$ cat src/rtl/ahb_resp_mux_wdt.sv
// AHB slave-to-master response multiplexer with built-in default slave
// and a per-transfer wait-state watchdog.
module ahb_resp_mux_wdt #(
  parameter int unsigned NUM_SLAVES     = 4,
  parameter int unsigned DATA_WIDTH     = 32,
  parameter int unsigned TIMEOUT_CYCLES = 16,
  parameter logic [31:0] DEFAULT_RDATA  = 32'hDEADBEEF,
  parameter int unsigned SEL_W          = (NUM_SLAVES > 1) ? $clog2(NUM_SLAVES) : 1
) (
  input  logic                             Hclk,
  input  logic                             Hreset,
  input  logic [NUM_SLAVES-1:0]            Hsel_dec,
  input  logic [1:0]                       Htrans,
  input  logic [DATA_WIDTH*NUM_SLAVES-1:0] Hrdata_S,
  input  logic [2*NUM_SLAVES-1:0]          Hresp_S,
  input  logic [NUM_SLAVES-1:0]            Hreadyout_S,
  output logic [DATA_WIDTH-1:0]            Hrdata,
  output logic [1:0]                       Hresp,
  output logic                             Hready,
  output logic                             err_unmapped,
  output logic                             err_timeout,
  output logic [SEL_W-1:0]                 timeout_slave
);

  localparam int unsigned WC_W = (TIMEOUT_CYCLES > 0) ? $clog2(TIMEOUT_CYCLES + 1) : 1;
  localparam logic [WC_W-1:0] WC_MAX  = WC_W'(TIMEOUT_CYCLES);
  localparam logic [WC_W-1:0] WC_LAST = (TIMEOUT_CYCLES > 0) ? WC_W'(TIMEOUT_CYCLES - 1) : '0;
  localparam logic [DATA_WIDTH-1:0] DEF_RD = DATA_WIDTH'(DEFAULT_RDATA);
  localparam logic [1:0] RESP_OKAY  = 2'b00;
  localparam logic [1:0] RESP_ERROR = 2'b01;

  typedef enum logic [1:0] {ROUTE, ERR1, ERR2} state_t;

  state_t                  state, state_d;
  logic [NUM_SLAVES-1:0]   sel_q;
  logic                    active_q;
  logic                    bad_q;
  logic [WC_W-1:0]         wait_cnt;

  logic                    sel_q_onehot;
  logic                    route_ok;
  logic [DATA_WIDTH-1:0]   r_rdata;
  logic [1:0]              r_resp;
  logic                    r_ready;
  logic                    cap_bad;
  logic                    unm_go;
  logic                    stall;
  logic                    wdt_fire;

  function automatic logic is_onehot(input logic [NUM_SLAVES-1:0] v);
    logic seen;
    logic multi;
    seen  = 1'b0;
    multi = 1'b0;
    for (int unsigned i = 0; i < NUM_SLAVES; i++) begin
      if (v[i]) begin
        multi = multi | seen;
        seen  = 1'b1;
      end
    end
    return seen & ~multi;
  endfunction

  function automatic logic [SEL_W-1:0] enc(input logic [NUM_SLAVES-1:0] v);
    logic [SEL_W-1:0] idx;
    idx = '0;
    for (int unsigned i = 0; i < NUM_SLAVES; i++) begin
      if (v[i]) idx = idx | SEL_W'(i);
    end
    return idx;
  endfunction

  assign sel_q_onehot = is_onehot(sel_q);
  assign route_ok     = sel_q_onehot & ~bad_q;
  assign cap_bad      = Htrans[1] & ~is_onehot(Hsel_dec);
  assign unm_go       = Hready & cap_bad;

  always_comb begin
    r_rdata = '0;
    r_resp  = '0;
    r_ready = 1'b0;
    for (int unsigned i = 0; i < NUM_SLAVES; i++) begin
      if (sel_q[i]) begin
        r_rdata = r_rdata | Hrdata_S[i*DATA_WIDTH +: DATA_WIDTH];
        r_resp  = r_resp  | Hresp_S[i*2 +: 2];
        r_ready = r_ready | Hreadyout_S[i];
      end
    end
  end

  assign stall    = (state == ROUTE) & route_ok & active_q & ~r_ready;
  assign wdt_fire = (TIMEOUT_CYCLES != 0) & stall & (wait_cnt == WC_LAST);

  always_comb begin
    Hrdata = DEF_RD;
    Hresp  = RESP_OKAY;
    Hready = 1'b1;
    case (state)
      ROUTE: begin
        if (route_ok) begin
          Hrdata = r_rdata;
          Hresp  = r_resp;
          Hready = r_ready;
        end
      end
      ERR1: begin
        Hresp  = RESP_ERROR;
        Hready = 1'b0;
      end
      ERR2: begin
        Hresp  = RESP_ERROR;
      end
      default: ;
    endcase
  end

  // An unmapped transfer captured in ERR2 must enter ERR1 directly, so its
  // data phase never shows an OKAY cycle.
  always_comb begin
    state_d = state;
    case (state)
      ROUTE:   if (wdt_fire || unm_go) state_d = ERR1;
      ERR1:    state_d = ERR2;
      ERR2:    state_d = unm_go ? ERR1 : ROUTE;
      default: state_d = ROUTE;
    endcase
  end

  always_ff @(posedge Hclk or posedge Hreset) begin
    if (Hreset) begin
      state         <= ROUTE;
      sel_q         <= '0;
      active_q      <= 1'b0;
      bad_q         <= 1'b0;
      wait_cnt      <= '0;
      timeout_slave <= '0;
      err_unmapped  <= 1'b0;
      err_timeout   <= 1'b0;
    end else begin
      state        <= state_d;
      err_unmapped <= unm_go;
      err_timeout  <= wdt_fire;
      if (Hready) begin
        active_q <= Htrans[1];
        sel_q    <= Hsel_dec;
        bad_q    <= cap_bad;
      end
      if (state != ROUTE || Hready) begin
        wait_cnt <= '0;
      end else if (stall && wait_cnt != WC_MAX) begin
        wait_cnt <= wait_cnt + WC_W'(1);
      end
      if (wdt_fire) timeout_slave <= enc(sel_q);
    end
  end

endmodule

$ cat config.mk
export PLATFORM = sky130hd
export DESIGN_NAME = ahb_resp_mux_wdt
export DESIGN_NICKNAME = d
export VERILOG_FILES = /design/src/rtl/ahb_resp_mux_wdt.sv
export SDC_FILE = /design/constraint.sdc
export NUM_CORES = 1
export LEC_CHECK = 0
export CORE_ASPECT_RATIO = 1.75
export CORE_MARGIN = 2
export CORE_UTILIZATION = 31
export DETAILED_ROUTE_END_ITERATION = 7
export HOLD_SLACK_MARGIN = 0.08
export PLACE_DENSITY = 0.87
export SLEW_MARGIN = 20
export SYNTH_ARGS = -nofsm -noshare
export SYNTH_HDL_FRONTEND = slang
export SYNTH_SLANG_ARGS = --single-unit
$ cat constraint.sdc
create_clock -name Hclk -period 6.3 [get_ports Hclk]
set_clock_uncertainty 0.15 [all_clocks]
set_input_delay 0.945 -clock Hclk [delete_from_list [all_inputs] [get_ports Hclk]]
set_output_delay 0.945 -clock Hclk [all_outputs]
set_load 0.02 [all_outputs]
; ---- After elaboration in Yosys (flattened, before gate mapping)
; Cells that the tools add are included.
[word_totals]
reg_bits = 17
latch_bits = 0
mem_bits_rw = 0
rom_bits = 0
in_bits = 148
output_inout_bits = 39
wordCells = 88
memories = 0
[classes]
n_addsub = 1
n_mul = 0
div_mod_pow = 0
magnitude_cmp = 0
n_eq_ne = 5
shifts = 0
mux = 40
bitwise = 27
n_reduce_logical = 7
[ops]
columns = cell, n
row1 = $mux 32, 6
row2 = $or 32x32->32, 3
row3 = $mux 1, 21
row4 = $mux 2, 8
row5 = $mux 5, 2
row6 = $and 1x1->1, 9
row7 = $or 1x1->1, 7
row8 = $or 2x2->2, 3
row9 = $pmux 2 s3, 1
row10 = $add 5x1->5 const B, 1
row11 = $eq 5x4->1 const B, 1
row12 = $ne 5x5->1 const B, 1
row13 = $not 1->1, 5
row14 = $pmux 2 s2, 1
row15 = $reduce_bool 2->1, 2
row16 = $eq 2x1->1 const B, 1
row17 = $eq 2x2->1 const B, 1
row18 = $logic_not 2->1, 1
row19 = $logic_or 1x1->1, 2
row20 = $ne 2x1->1 const B, 1
row21 = $pmux 1 s2, 1
row22 = $reduce_or 2->1, 1
row23 = $logic_and 1x1->1, 1

; ---- Logic depth before layout (Yosys ltp)
; Gate-level depths: netlist of the first run.
[logic_depth]
ltp_word = 16
mapped_depth = 8
mapped_depth_nobuf = 7

; ---- Least setup slack after synthesis of the first run
; No wires, ideal clock.
[synth_path]
path_kind = register -> output
startpoint = register sel_q[2]
endpoint = output port Hrdata[10]
arrival_time_ns = 1.632
t_required_ns = 5.205
setup_slack_ns = 3.573
stages_incl_launch_ff = 8
path_buffers = 3
path_cell_list = dfrtp_1 buf_6 nor4b_1 a211o_1 nor2b_1 buf_2 buf_2 nand3_1
[synth_via]
elab_chain_cells = 8
elab_cells_between_ends = 13
classes_between = mux: 8 / bitwise: 5
[synth_lines]
columns = element, line_no
row1 = "start, declared", 35  ; logic [NUM_SLAVES-1:0] sel_q;
row2 = "start signal, assigned", 145  ; sel_q <= Hsel_dec;
row3 = $mux 1, 56  ; if (v[i]) begin
row4 = $or 1x1->1, 57  ; multi = multi | seen;
row5 = $mux 1, 56
row6 = $not 1->1, 61  ; return seen & ~multi;
row7 = $and 1x1->1, 61
row8 = $and 1x1->1, 74  ; assign route_ok = sel_q_onehot & ~bad_q;
row9 = $mux 32 *, 100  ; if (route_ok) begin
row10 = $mux 32 *, 98  ; case (state)
row11 = "end, declared", 17  ; output logic [DATA_WIDTH-1:0] Hrdata,
; Every way passes the cells marked *; elsewhere a longest branch is shown, timed or not.

; ---- Worst setup path in the final report of the first run
[layout_path]
startpoint = register sel_q[1]
endpoint = output port Hrdata[21]
[layout_via]
elab_chain_cells = 10
elab_cells_between_ends = 18
classes_between = mux: 11 / bitwise: 7
[layout_lines]
columns = element, line_no
row1 = $mux 1, 56
row2 = $or 1x1->1, 57
row3 = $mux 1, 56
row4 = $or 1x1->1, 57
row5 = $mux 1, 56
row6 = $not 1->1, 61
row7 = $and 1x1->1, 61
row8 = $and 1x1->1, 74
row9 = $mux 32 *, 100
row10 = $mux 32 *, 98
; Marked as above.

==> key figures, run 1 <==
Pwr
  – Net Switching: 0.353 mW
  – Leakage power of the design: 1.43 nW
  – Logic gate share of total power: 69.4%
  – Power share of the sequential group: 20.7%
  – Share of total power consumed by net switching: 44.3%
  – Power density over the cells: 217 mW/mm^2
  – Int Pwr: 0.445 mW
  – Clk network pwr share: 10.0%
  – Worst IR drop on VDD: 234 uV

Finish
  – Fraction of layout instances using a drive strength above 1: 4.91%
  – Layout area overhead: 109%
  – Number of nets at the end of the flow: 544
  – Post-Route Utilization: 66.5%
  – Final antenna diode count: 0
  – Most common cell after layout, fill and taps aside: sky130_fd_sc_hd__clkdlybuf4s50_1
  – Fill cell total of the finished layout: 468
  – Highest-count cells in the layout ignoring fill and taps: sky130_fd_sc_hd__clkdlybuf4s50_1, sky130_fd_sc_hd__a22oi_1, sky130_fd_sc_hd__nand3_1, sky130_fd_sc_hd__dfrtp_1, sky130_fd_sc_hd__a21oi_1
  – Cell area after layout: 0.00368 mm^2
  – Final Instance Count excl. Fillers: 463
  – Sequential cell area: 425 um^2
  – Multi-input gate area in the final layout: 0.00119 mm^2

CTS
  – Number of buffers added by the clock tree synthesis step: 3
  – CTS Buffer Depth: 2
  – Sink count of the clock tree: 17
  – Reg clk slew, reported paths: 70 ps
  – Clock network latency to the later pin of the worst-skew pair: 250 ps
  – Htree depth: 1
  – Root buf cell: sky130_fd_sc_hd__clkbuf_8
  – Number of buffers added for setup after CTS: 0
  – Number of buffers inserted by hold repair at cts: 0
  – PostCTS Resize Cnt: 0
  – Clock tree from TritonCTS: built

Synth
  – Sequential area share after synthesis: 24.2%
  – Number of enable flip-flop cells after synthesis: 0
  – Instance count of the mapped netlist: 214
  – Proportion of register bits with asynchronous set or reset after synthesis: 100%
  – Seq cells post-synth: 17
  – Count of yosys warnings during synthesis: 0
  – Cell area after synthesis: 0.00176 mm^2
  – Synth unique cells: 36
  – Synth Area per Inst: 8.23 um^2
  – Post-synth top flop: sky130_fd_sc_hd__dfrtp_1
  – Nets in the synthesized netlist: 370

Setup path
  – Kind of start point of the critical path: register
  – Type of the worst setup path: register to output pin
  – Peak per-stage delay on the critical path: 740 ps
  – Most common cell on crit path: sky130_fd_sc_hd__buf_4
  – Sequence of cells on the critical path: buf_4 -> xor2_1 -> a211o_1 -> nor2b_2 -> buf_4 -> nand3_1 -> clkdlybuf4s50_1
  – Cell family contributing the most delay on the critical path: buffers and inverters
  – CP endpoint kind: output pin
  – Arrival @ worst endpoint: 3240 ps
  – Maximum fanout encountered on the critical timing path: 23
  – Critical Path Slowest Stage Cell: sky130_fd_sc_hd__dfrtp_1
  – Bufs and invs on worst path: 3
  – Required time of the worst setup path: 5200 ps

Timing
  – Final clock period utilization by the worst path: 68.8%
  – Hold Vio Cnt, Final: 0
  – Setup repair after global routing missed its margin: false
  – Total of endpoints with negative setup slack in the final report: 0
  – Post-route minimum period: 4330 ps
  – Actual transition at the worst max-transition pin: 647 ps
  – Number of slew-limit violations in the final report: 0
  – Final setup TNS: 0 ps
  – Tightest hold margin: 353 ps
  – Slew margin rel.: 56.8%
  – Highest clock frequency the design can meet: 231 MHz

Detailed routing
  – Remaining DRCs: 0
  – Mean routed wirelength per cell: 17.8 um
  – Final wirelength: 8.24 mm
  – Iteration count of the initial detailed-routing pass: 5
  – Remaining number of nets flagged by the antenna check after routing: 0
  – Initial DRC count: 235
  – Number of vias after detailed routing: 2505
  – Post-DR vias/cell: 5.41

Global routing
  – First-pass GRT wire length: 12.3 mm
  – Total global routing track utilization: 24.7%
  – Pin count of the biggest net entering global routing: 37
  – Number of global-route vias before repair: 2463
  – Total congestion overflow after global routing: 0
  – Antenna violations before repair: 0

Floorplan
  – Starting density of the core: 31.8%
  – I/O pin total: 187
  – Vert. Die Dim: 104 um
  – Die Span X: 61.0 um
  – Core region area: 0.00554 mm^2
  – Row Count: 36
  – Floorplan die area: 0.00632 mm^2

Placed design
  – Routability congestion estimate from global placement: 0.828
  – Placement Cell Area: 0.00364 mm^2
  – Cell Count Post-Placement: 459
  – Sum of net half-perimeters after detailed placement: 6.48 mm
  – Number of I/O port buffers: 185

Min path
  – Worst min-delay path class: register to register

Job
  – Number of maximum-capacitance constraint violations: 0

Status
  – Run status: finished, final reports clean
==> cell type report <==
| class | instances | share of cell area (%) |
|---|---|---|
| Tap cell | 76 | 2.58 |
| Timing Repair Buffer | 190 | 51.3 |
| Multi-Input combinational cell | 167 | 32.4 |
| Clock buffer | 3 | 1.12 |
| Inverter | 9 | 0.917 |
| Clock inverter | 1 | 0.136 |
| Sequential cell | 17 | 11.5 |
==> power by group through the flow <==
stage | clock [mW] | combinational (mW) | sequential, mW
detailed placement | 0 | 0.552 | 0.167
global placement | 0 | 0.539 | 0.166
floorplan | 0 | 0.336 | 0.145
finish | 0.0798 | 0.554 | 0.165
global route | 0.0864 | 0.599 | 0.171
CTS | 0.0813 | 0.556 | 0.165
==> cells in the mapped netlist, types with 4 or more instances <==
cell / instances / share of area [%]
sky130_fd_sc_hd__clkbuf_1: 14 / 3.0
sky130_fd_sc_hd__nand3_1: 26 / 7.4
sky130_fd_sc_hd__inv_1: 9 / 1.9
sky130_fd_sc_hd__a21oi_1: 13 / 3.7
sky130_fd_sc_hd__mux2_2: 5 / 3.2
sky130_fd_sc_hd__nor2_1: 12 / 2.6
sky130_fd_sc_hd__ha_1: 8 / 5.7
sky130_fd_sc_hd__a22oi_1: 68 / 29
sky130_fd_sc_hd__nand2_1: 4 / 0.85
sky130_fd_sc_hd__dfrtp_1: 17 / 24
==> layer usage <==
metal | up-vias | GRT usage (%) | wire length [um]
li1 | 1180 | - | -
met1 | 1172 | 28.0 | 2940
met2 | 135 | 45.3 | 4330
met3 | 18 | 4.37 | 788
met4 | 0 | 5.90 | 184
met5 | - | 0 | 0
==> registers in the layout, summed over array words and instances, names as in the netlist <==
signal	cells
active_q	1
bad_q	1
err_timeout	1
err_unmapped	1
sel_q	4
state	2
timeout_slave	2
wait_cnt	5
==> worst reg2reg max path, stage by stage, from the launching register on <==
cell and delay (ps):
sky130_fd_sc_hd__dfrtp_1 740, sky130_fd_sc_hd__buf_4 400, sky130_fd_sc_hd__xor2_1 120, sky130_fd_sc_hd__a211o_1 350, sky130_fd_sc_hd__and4_1 330, sky130_fd_sc_hd__a211oi_2 210
sky130_fd_sc_hd__mux2_4 320
==> metrics by stage <==
stage | power (mW) | worst slack [ps]
2_1_floorplan | 0.481 | 3570
3_3_place_gp | 0.705 | 2350
3_5_place_dp | 0.719 | 2290
4_1_cts | 0.803 | 1970
5_1_grt | 0.856 | 1800
6_report | 0.798 | 1970
==> cells by family (layout without fill, tap and decap cells) <==
logic type / count (synthesis) / count (layout) / synth area share, %
flip-flops: 17 / 17 / 24.2
buffers and inverters: 30 / 203 / 8.10
AO/OA/AOI/OAI: 94 / 94 / 39.4
XOR/XNOR: 5 / 5 / 2.49
adder cells (fa/ha/maj): 8 / 8 / 5.69
multiplexers: 6 / 6 / 4.05
AND/OR/NAND/NOR: 54 / 54 / 16.1
==> final timing paths <==
path | startpoint | end | slack, ps | depth (start not counted)
worst max-delay path | sel_q[1]$_DFFE_PP0P_ | Hrdata[21] | 1970 | 7
worst min-delay path | bad_q$_DFFE_PP0P_ | bad_q$_DFFE_PP0P_ | 350 | 1
worst max register to register | sel_q[1]$_DFFE_PP0P_ | state[1]$_DFFE_PP0P_ | 3560 | 6
worst min register to register | bad_q$_DFFE_PP0P_ | bad_q$_DFFE_PP0P_ | 350 | 1
max in group asynchronous | Hreset | bad_q$_DFFE_PP0P_ | 4650 | 2
min in group asynchronous | Hreset | wait_cnt[1]$_DFFE_PP0P_ | 930 | 2
Power figures use the tool's default switching activity.
==> run 2: changes to the inputs <==
Settings changed: CORE_UTILIZATION 31 to 26, PLACE_DENSITY 0.87 to 0.78.
Clock period 6.3 ns to 3.61 ns, I/O delays scaled along.
==> run 2 against run 1 <==
- final cell count grew 1.5%
- power rose by 87%
- hold slack worse by 6.3 ps
- sequential share of layout area is 0.19 points lower
- critical path depth fell by 1
- sequential power up 64%
- count of clock-buffer cells in the layout up 1
- die area is 18% higher
==> key figures, run 2 (same netlist as run 1, synthesis figures left out) <==
Timing
  – Hold Vio Cnt, Final: 0 (unchanged)
  – Slew margin rel.: 55.0% (-1.8 points)
  – Actual transition at the worst max-transition pin: 674 ps (+26.5 ps)
  – Tightest hold margin: 347 ps (-6.33 ps)
  – Number of slew-limit violations in the final report: 0 (unchanged)
  – Highest clock frequency the design can meet: 291 MHz
  – Final clock period utilization by the worst path: 95.1%
  – Setup repair after global routing missed its margin: false
  – Total of endpoints with negative setup slack in the final report: 0 (unchanged)
  – Post-route minimum period: 3430 ps
  – Final setup TNS: 0 ps (unchanged)

Floorplan
  – Vert. Die Dim: 113 um (+8.8%)
  – Die Span X: 66.2 um (+8.6%)
  – I/O pin total: 187 (unchanged)
  – Row Count: 39 (+8.3%)
  – Floorplan die area: 0.00747 mm^2 (+18%)
  – Core region area: 0.00654 mm^2 (+18%)
  – Starting density of the core: 26.9% (-4.9 points)

Placed design
  – Sum of net half-perimeters after detailed placement: 6.72 mm (+3.6%)
  – Routability congestion estimate from global placement: 0.849 (+2.5%)
  – Number of I/O port buffers: 185 (unchanged)
  – Placement Cell Area: 0.00367 mm^2 (+0.76%)

CTS
  – Number of buffers added by the clock tree synthesis step: 3 (unchanged)
  – Root buf cell: sky130_fd_sc_hd__clkbuf_16
  – Reg clk slew, reported paths: 50 ps (-20 ps)
  – CTS Buffer Depth: 2 (unchanged)
  – Sink count of the clock tree: 17 (unchanged)
  – PostCTS Resize Cnt: 0 (unchanged)
  – Number of buffers added for setup after CTS: 0 (unchanged)
  – Clock network latency to the later pin of the worst-skew pair: 240 ps (about the same)
  – Clock tree from TritonCTS: built
  – Htree depth: 1 (unchanged)
  – Number of buffers inserted by hold repair at cts: 0 (unchanged)

Setup path
  – Maximum fanout encountered on the critical timing path: 18 (-22%)
  – CP endpoint kind: output pin
  – Type of the worst setup path: register to output pin
  – Kind of start point of the critical path: register
  – Required time of the worst setup path: 2920 ps (-2280 ps)
  – Arrival @ worst endpoint: 2740 ps (-500 ps)

Pwr
  – Power density over the cells: 398 mW/mm^2 (+84%)
  – Worst IR drop on VDD: 279 uV (+19%)
  – Leakage power of the design: 1.45 nW (+1.4%)

Job
  – Number of maximum-capacitance constraint violations: 0 (unchanged)

Finish
  – Number of nets at the end of the flow: 545 (+0.18%)
  – Cell area after layout: 0.00374 mm^2 (+1.6%)
  – Fraction of layout instances using a drive strength above 1: 4.90% (-0.013 points)
  – Regs by FF count: wait_cnt x5, sel_q x4
  – Reg with most FFs: wait_cnt
  – Layout area overhead: 113%
  – Max FFs per register: 5 (unchanged)
  – Fill cell total of the finished layout: 613 (+31%)
  – Most common cell after layout, fill and taps aside: sky130_fd_sc_hd__clkdlybuf4s50_1
  – Highest-count cells in the layout ignoring fill and taps: sky130_fd_sc_hd__clkdlybuf4s50_1, sky130_fd_sc_hd__a22oi_1, sky130_fd_sc_hd__nand3_1, sky130_fd_sc_hd__dfrtp_1, sky130_fd_sc_hd__a21oi_1
  – Final antenna diode count: 0 (unchanged)

Global routing
  – Total global routing track utilization: 20.9% (-3.8 points)
  – Pin count of the biggest net entering global routing: 32 (-14%)
  – Number of global-route vias before repair: 2451 (-0.49%)
  – Antenna violations before repair: 0 (unchanged)
  – Total congestion overflow after global routing: 0 (unchanged)
  – First-pass GRT wire length: 12.3 mm (+0.62%)

Detailed routing
  – Mean routed wirelength per cell: 18.0 um (+0.90%)
  – Number of vias after detailed routing: 2497 (-0.32%)
  – Post-DR vias/cell: 5.31 (-1.8%)
  – Remaining DRCs: 0 (unchanged)
  – Final wirelength: 8.44 mm (+2.4%)
  – Initial DRC count: 150 (-36%)
  – Iteration count of the initial detailed-routing pass: 4 (-1)
  – Remaining number of nets flagged by the antenna check after routing: 0 (unchanged)

Status
  – Run status: finished, final reports clean

Min path
  – Worst min-delay path class: register to register
==> run 2: cell count changes in the layout (fill, tap and decap cells not counted), sizes merged <==
cell / before / now
buf: 5 / 6
clkbuf: 3 / 4
clkinv: 1 / 0
==> run 2: final cells by class <==
type | instances | area [um^2] | share of cell area [%]
well taps | 82 | 103 | 2.74
multi-input cells | 167 | 1190 | 31.9
inverters | 9 | 33.8 | 0.902
clock buffers | 4 | 78.8 | 2.10
flip-flops and latches | 17 | 425 | 11.4
repair buffers | 191 | 1910 | 51.0
==> run 2: per-layer routing <==
layer | wire [um] | GRT usage [%] | up-vias
met1 | 2950 | 22.1 | 1173
met4 | 162 | 4.63 | 0
met5 | 0 | 0 | -
met3 | 856 | 4.77 | 14
met2 | 4470 | 40.3 | 128
li1 | - | - | 1182
==> run 2: power breakdown <==
part           internal [mW]  switching (mW)  total, mW
sequential             0.222          0.0492      0.271
clock                  0.150          0.0667      0.216
combinational          0.492           0.509       1.00
==> run 2: path summary, 6_finish.rpt <==
check	cells after the start	startpoint	slack (ps)	endpoint
setup / recovery	6	sel_q[3]$_DFFE_PP0P_	180	Hrdata[9]
hold / removal	1	bad_q$_DFFE_PP0P_	350	bad_q$_DFFE_PP0P_
setup reg to reg	6	sel_q[3]$_DFFE_PP0P_	1190	state[1]$_DFFE_PP0P_
hold reg to reg	1	bad_q$_DFFE_PP0P_	350	bad_q$_DFFE_PP0P_
max in group asynchronous	2	Hreset	2330	bad_q$_DFFE_PP0P_
min in group asynchronous	2	Hreset	550	sel_q[2]$_DFFE_PP0P_
==> run 2: worst max-delay path, stage by stage (launching register included) <==
cell and delay, ps:
sky130_fd_sc_hd__dfrtp_1 540, sky130_fd_sc_hd__nor4b_1 340, sky130_fd_sc_hd__a211o_1 270, sky130_fd_sc_hd__nor2b_2 460
sky130_fd_sc_hd__buf_12 210, sky130_fd_sc_hd__nand3_1 110, sky130_fd_sc_hd__clkdlybuf4s50_1 560
==> run 2: metrics by stage <==
| stage | total power [mW] | worst slack, ps | util, % | instances |
|---|---|---|---|---|
| after floorplan | 0.839 | 1290 | - | 214 |
| after global placement | 1.25 | 509 | 56.1 | 466 |
| after detailed placement | 1.27 | 429 | 56.1 | 466 |
| after CTS | 1.50 | 161 | 57.3 | 470 |
| after global routing | 1.58 | 120 | 57.3 | 470 |
| final | 1.49 | 177 | 57.3 | 470 |
==> run 3: changes to the inputs <==
Settings changed: CORE_MARGIN 2 to default, CTS_CLUSTER_DIAMETER from default to 150.
==> run 3 against run 2 <==
- via count fell by 0.36%
- non-clock buffer count rose by 2
- sequential power fell by 5%
- clock power barely moved
- count of clock-buffer cells in the layout did not move
- fmax rose by 4.6%
- largest cell class unchanged
- register-to-register slack improved by 50 ps
- setup slack improved by 150 ps
- flip-flop and latch count did not move
- first-iteration DRC count fell by 33%
- core utilization rose by 0.23 points
- die area fell by 4.7%
==> key figures, run 3 (same netlist as run 1, synthesis figures left out) <==
Placed design
  – Number of I/O port buffers: 185 (unchanged)
  – Placement Cell Area: 0.00368 mm^2 (+0.41%)
  – Sum of net half-perimeters after detailed placement: 6.26 mm (-6.9%)
  – Cell Count Post-Placement: 468 (+0.43%)
  – Pre-CTS setup slack: 583 ps (+153 ps)
  – Routability congestion estimate from global placement: 0.840 (-1.0%)

Global routing
  – Total global routing track utilization: 21.8% (+0.88 points)
  – Total congestion overflow after global routing: 0 (unchanged)
  – Number of global-route vias before repair: 2490 (+1.6%)
  – Met2 capacity usage during global routing: 41.0% (+0.73 points)
  – Pin count of the biggest net entering global routing: 36 (+13%)
  – First-pass GRT wire length: 12.3 mm (about the same)
  – Antenna violations before repair: 0 (unchanged)
  – GRT busiest layer: met2
  – Met3 usage: 3.81% (-0.96 points)
  – GRT met1 Usage: 23.8% (+1.7 points)

Setup path
  – Type of the worst setup path: register to output pin
  – Critical Path Slowest Stage Cell: sky130_fd_sc_hd__clkdlybuf4s50_1
  – Kind of start point of the critical path: register
  – Sequence of cells on the critical path: nor4b_1 -> a211o_1 -> nor2b_2 -> buf_12 -> nand3_1 -> clkdlybuf4s50_1
  – Maximum fanout encountered on the critical timing path: 19 (+1)
  – CP endpoint kind: output pin
  – Required time of the worst setup path: 2920 ps (about the same)
  – Cell family contributing the most delay on the critical path: simple AND/OR/NAND/NOR gates
  – Peak per-stage delay on the critical path: 560 ps (about the same)
  – Arrival @ worst endpoint: 2590 ps (-150 ps)
  – Bufs and invs on worst path: 2 (unchanged)

Min path
  – Worst min-delay path class: register to register

Finish
  – Layout area overhead: 114%
  – Max FFs per register: 5 (unchanged)
  – Multi-input gate area in the final layout: 0.00119 mm^2 (unchanged)
  – Number of nets at the end of the flow: 547 (+0.37%)
  – Regs by FF count: wait_cnt x5, sel_q x4
  – Final antenna diode count: 0 (unchanged)
  – Sequential cell area: 425 um^2 (unchanged)
  – Most common cell after layout, fill and taps aside: sky130_fd_sc_hd__clkdlybuf4s50_1
  – Fill cell total of the finished layout: 619 (+0.98%)
  – Reg with most FFs: wait_cnt
  – Final Instance Count excl. Fillers: 472 (+0.43%)
  – Fraction of layout instances using a drive strength above 1: 5.38% (+0.49 points)
  – Cell area after layout: 0.00376 mm^2 (+0.40%)
  – Highest-count cells in the layout ignoring fill and taps: sky130_fd_sc_hd__clkdlybuf4s50_1, sky130_fd_sc_hd__a22oi_1, sky130_fd_sc_hd__nand3_1, sky130_fd_sc_hd__dfrtp_1, sky130_fd_sc_hd__a21oi_1

Detailed routing
  – Initial DRC count: 100 (-33%)
  – Number of vias after detailed routing: 2488 (-0.36%)
  – Remaining DRCs: 0 (unchanged)
  – Remaining number of nets flagged by the antenna check after routing: 0 (unchanged)
  – Final wirelength: 7.99 mm (-5.3%)
  – Mean routed wirelength per cell: 16.9 um (-5.7%)
  – Post-DR vias/cell: 5.27 (-0.78%)
  – Iteration count of the initial detailed-routing pass: 4 (unchanged)

Pwr
  – Worst IR drop on VDD: 305 uV (+9.3%)
  – Leakage power of the design: 1.46 nW (+0.66%)
  – Total power of the final layout: 1.49 mW (+0.36%)
  – Share of total power consumed by net switching: 41.6% (-0.35 points)
  – Power share of the sequential group: 17.2% (-1.0 points)
  – Clk network pwr share: 14.5% (about the same)
  – Net Switching: 0.622 mW (-0.48%)
  – Int Pwr: 0.872 mW (+0.97%)
  – Logic gate share of total power: 68.3% (+1.1 points)
  – Power density over the cells: 397 mW/mm^2 (about the same)

Floorplan
  – Core region area: 0.00654 mm^2 (unchanged)
  – Floorplan die area: 0.00712 mm^2 (-4.7%)
  – Row Count: 39 (unchanged)
  – Vert. Die Dim: 111 um (-1.8%)
  – Die Span X: 64.2 um (-3.0%)
  – Starting density of the core: 26.9% (unchanged)
  – I/O pin total: 187 (unchanged)

CTS
  – Reg clk slew, reported paths: 50 ps (about the same)
  – PostCTS Resize Cnt: 0 (unchanged)
  – Root buf cell: sky130_fd_sc_hd__clkbuf_16
  – Sink count of the clock tree: 17 (unchanged)
  – Clock tree from TritonCTS: built
  – Clock network latency to the later pin of the worst-skew pair: 240 ps (about the same)
  – Htree depth: 1 (unchanged)
  – CTS Buffer Depth: 2 (unchanged)
  – Number of buffers added by the clock tree synthesis step: 3 (unchanged)
  – Number of buffers added for setup after CTS: 0 (unchanged)
  – Number of buffers inserted by hold repair at cts: 0 (unchanged)

Timing
  – Actual transition at the worst max-transition pin: 637 ps (-37.1 ps)
  – Hold Vio Cnt, Final: 0 (unchanged)
  – Number of slew-limit violations in the final report: 0 (unchanged)
  – Total of endpoints with negative setup slack in the final report: 0 (unchanged)
  – Slew margin rel.: 57.5% (+2.5 points)
  – Post-route worst setup slack: 327 ps (+151 ps)
  – Final setup TNS: 0 ps (unchanged)
  – Post-route minimum period: 3280 ps (-151 ps)
  – Setup repair after global routing missed its margin: false
  – Highest clock frequency the design can meet: 305 MHz (+4.6%)
  – Final clock period utilization by the worst path: 90.9% (-4.2 points)

Status
  – Run status: finished, final reports clean

Job
  – Number of maximum-capacitance constraint violations: 0 (unchanged)
[run 3: cell count changes in the layout (fill, tap and decap cells not counted), sizes merged]
cell | before | now
buf | 6 | 8
[run 3: per-layer routing]
layer,routed length [um],part of all wire (%),vias up
li1,-,-,1187
met1,2910,36,1163
met2,4230,53,120
met3,660,8.3,18
met4,191,2.4,0
met5,0,0,-
[run 3: final timing paths]
path | from | end | slack [ps] | depth (start not counted)
worst min-delay path | bad_q$_DFFE_PP0P_ | bad_q$_DFFE_PP0P_ | 320 | 1
max in group asynchronous | Hreset | state[0]$_DFFE_PP0P_ | 2370 | 2
worst max-delay path | sel_q[1]$_DFFE_PP0P_ | Hrdata[11] | 330 | 6
worst min register to register | bad_q$_DFFE_PP0P_ | bad_q$_DFFE_PP0P_ | 320 | 1
worst max register to register | sel_q[0]$_DFFE_PP0P_ | state[1]$_DFFE_PP0P_ | 1240 | 6
min in group asynchronous | Hreset | timeout_slave[1]$_DFFE_PP0P_ | 530 | 2
[run 3: power by group through the flow]
stage	logic [mW]	clock network (mW)	registers (mW)
floorplan	0.586	0	0.253
global placement	1.01	0	0.256
detailed placement	1.02	0	0.259
CTS	1.03	0.222	0.256
global route	1.10	0.231	0.262
finish	1.02	0.217	0.257
[run 3: layout make-up]
class | count | share of cell area (%)
Multi-Input combinational cell | 167 | 31.8
Tap cell | 82 | 2.73
Sequential cell | 17 | 11.3
Timing Repair Buffer | 193 | 51.2
Clock buffer | 4 | 2.10
Inverter | 9 | 0.899
[run 3: per-stage QoR]
step / hold WS, ps / utilization, %
final: 316 / 57.5
after global routing: 342 / 57.5
after CTS: 319 / 57.5
after detailed placement: 308 / 56.3
after global placement: 302 / 56.3
after floorplan: 290 / -
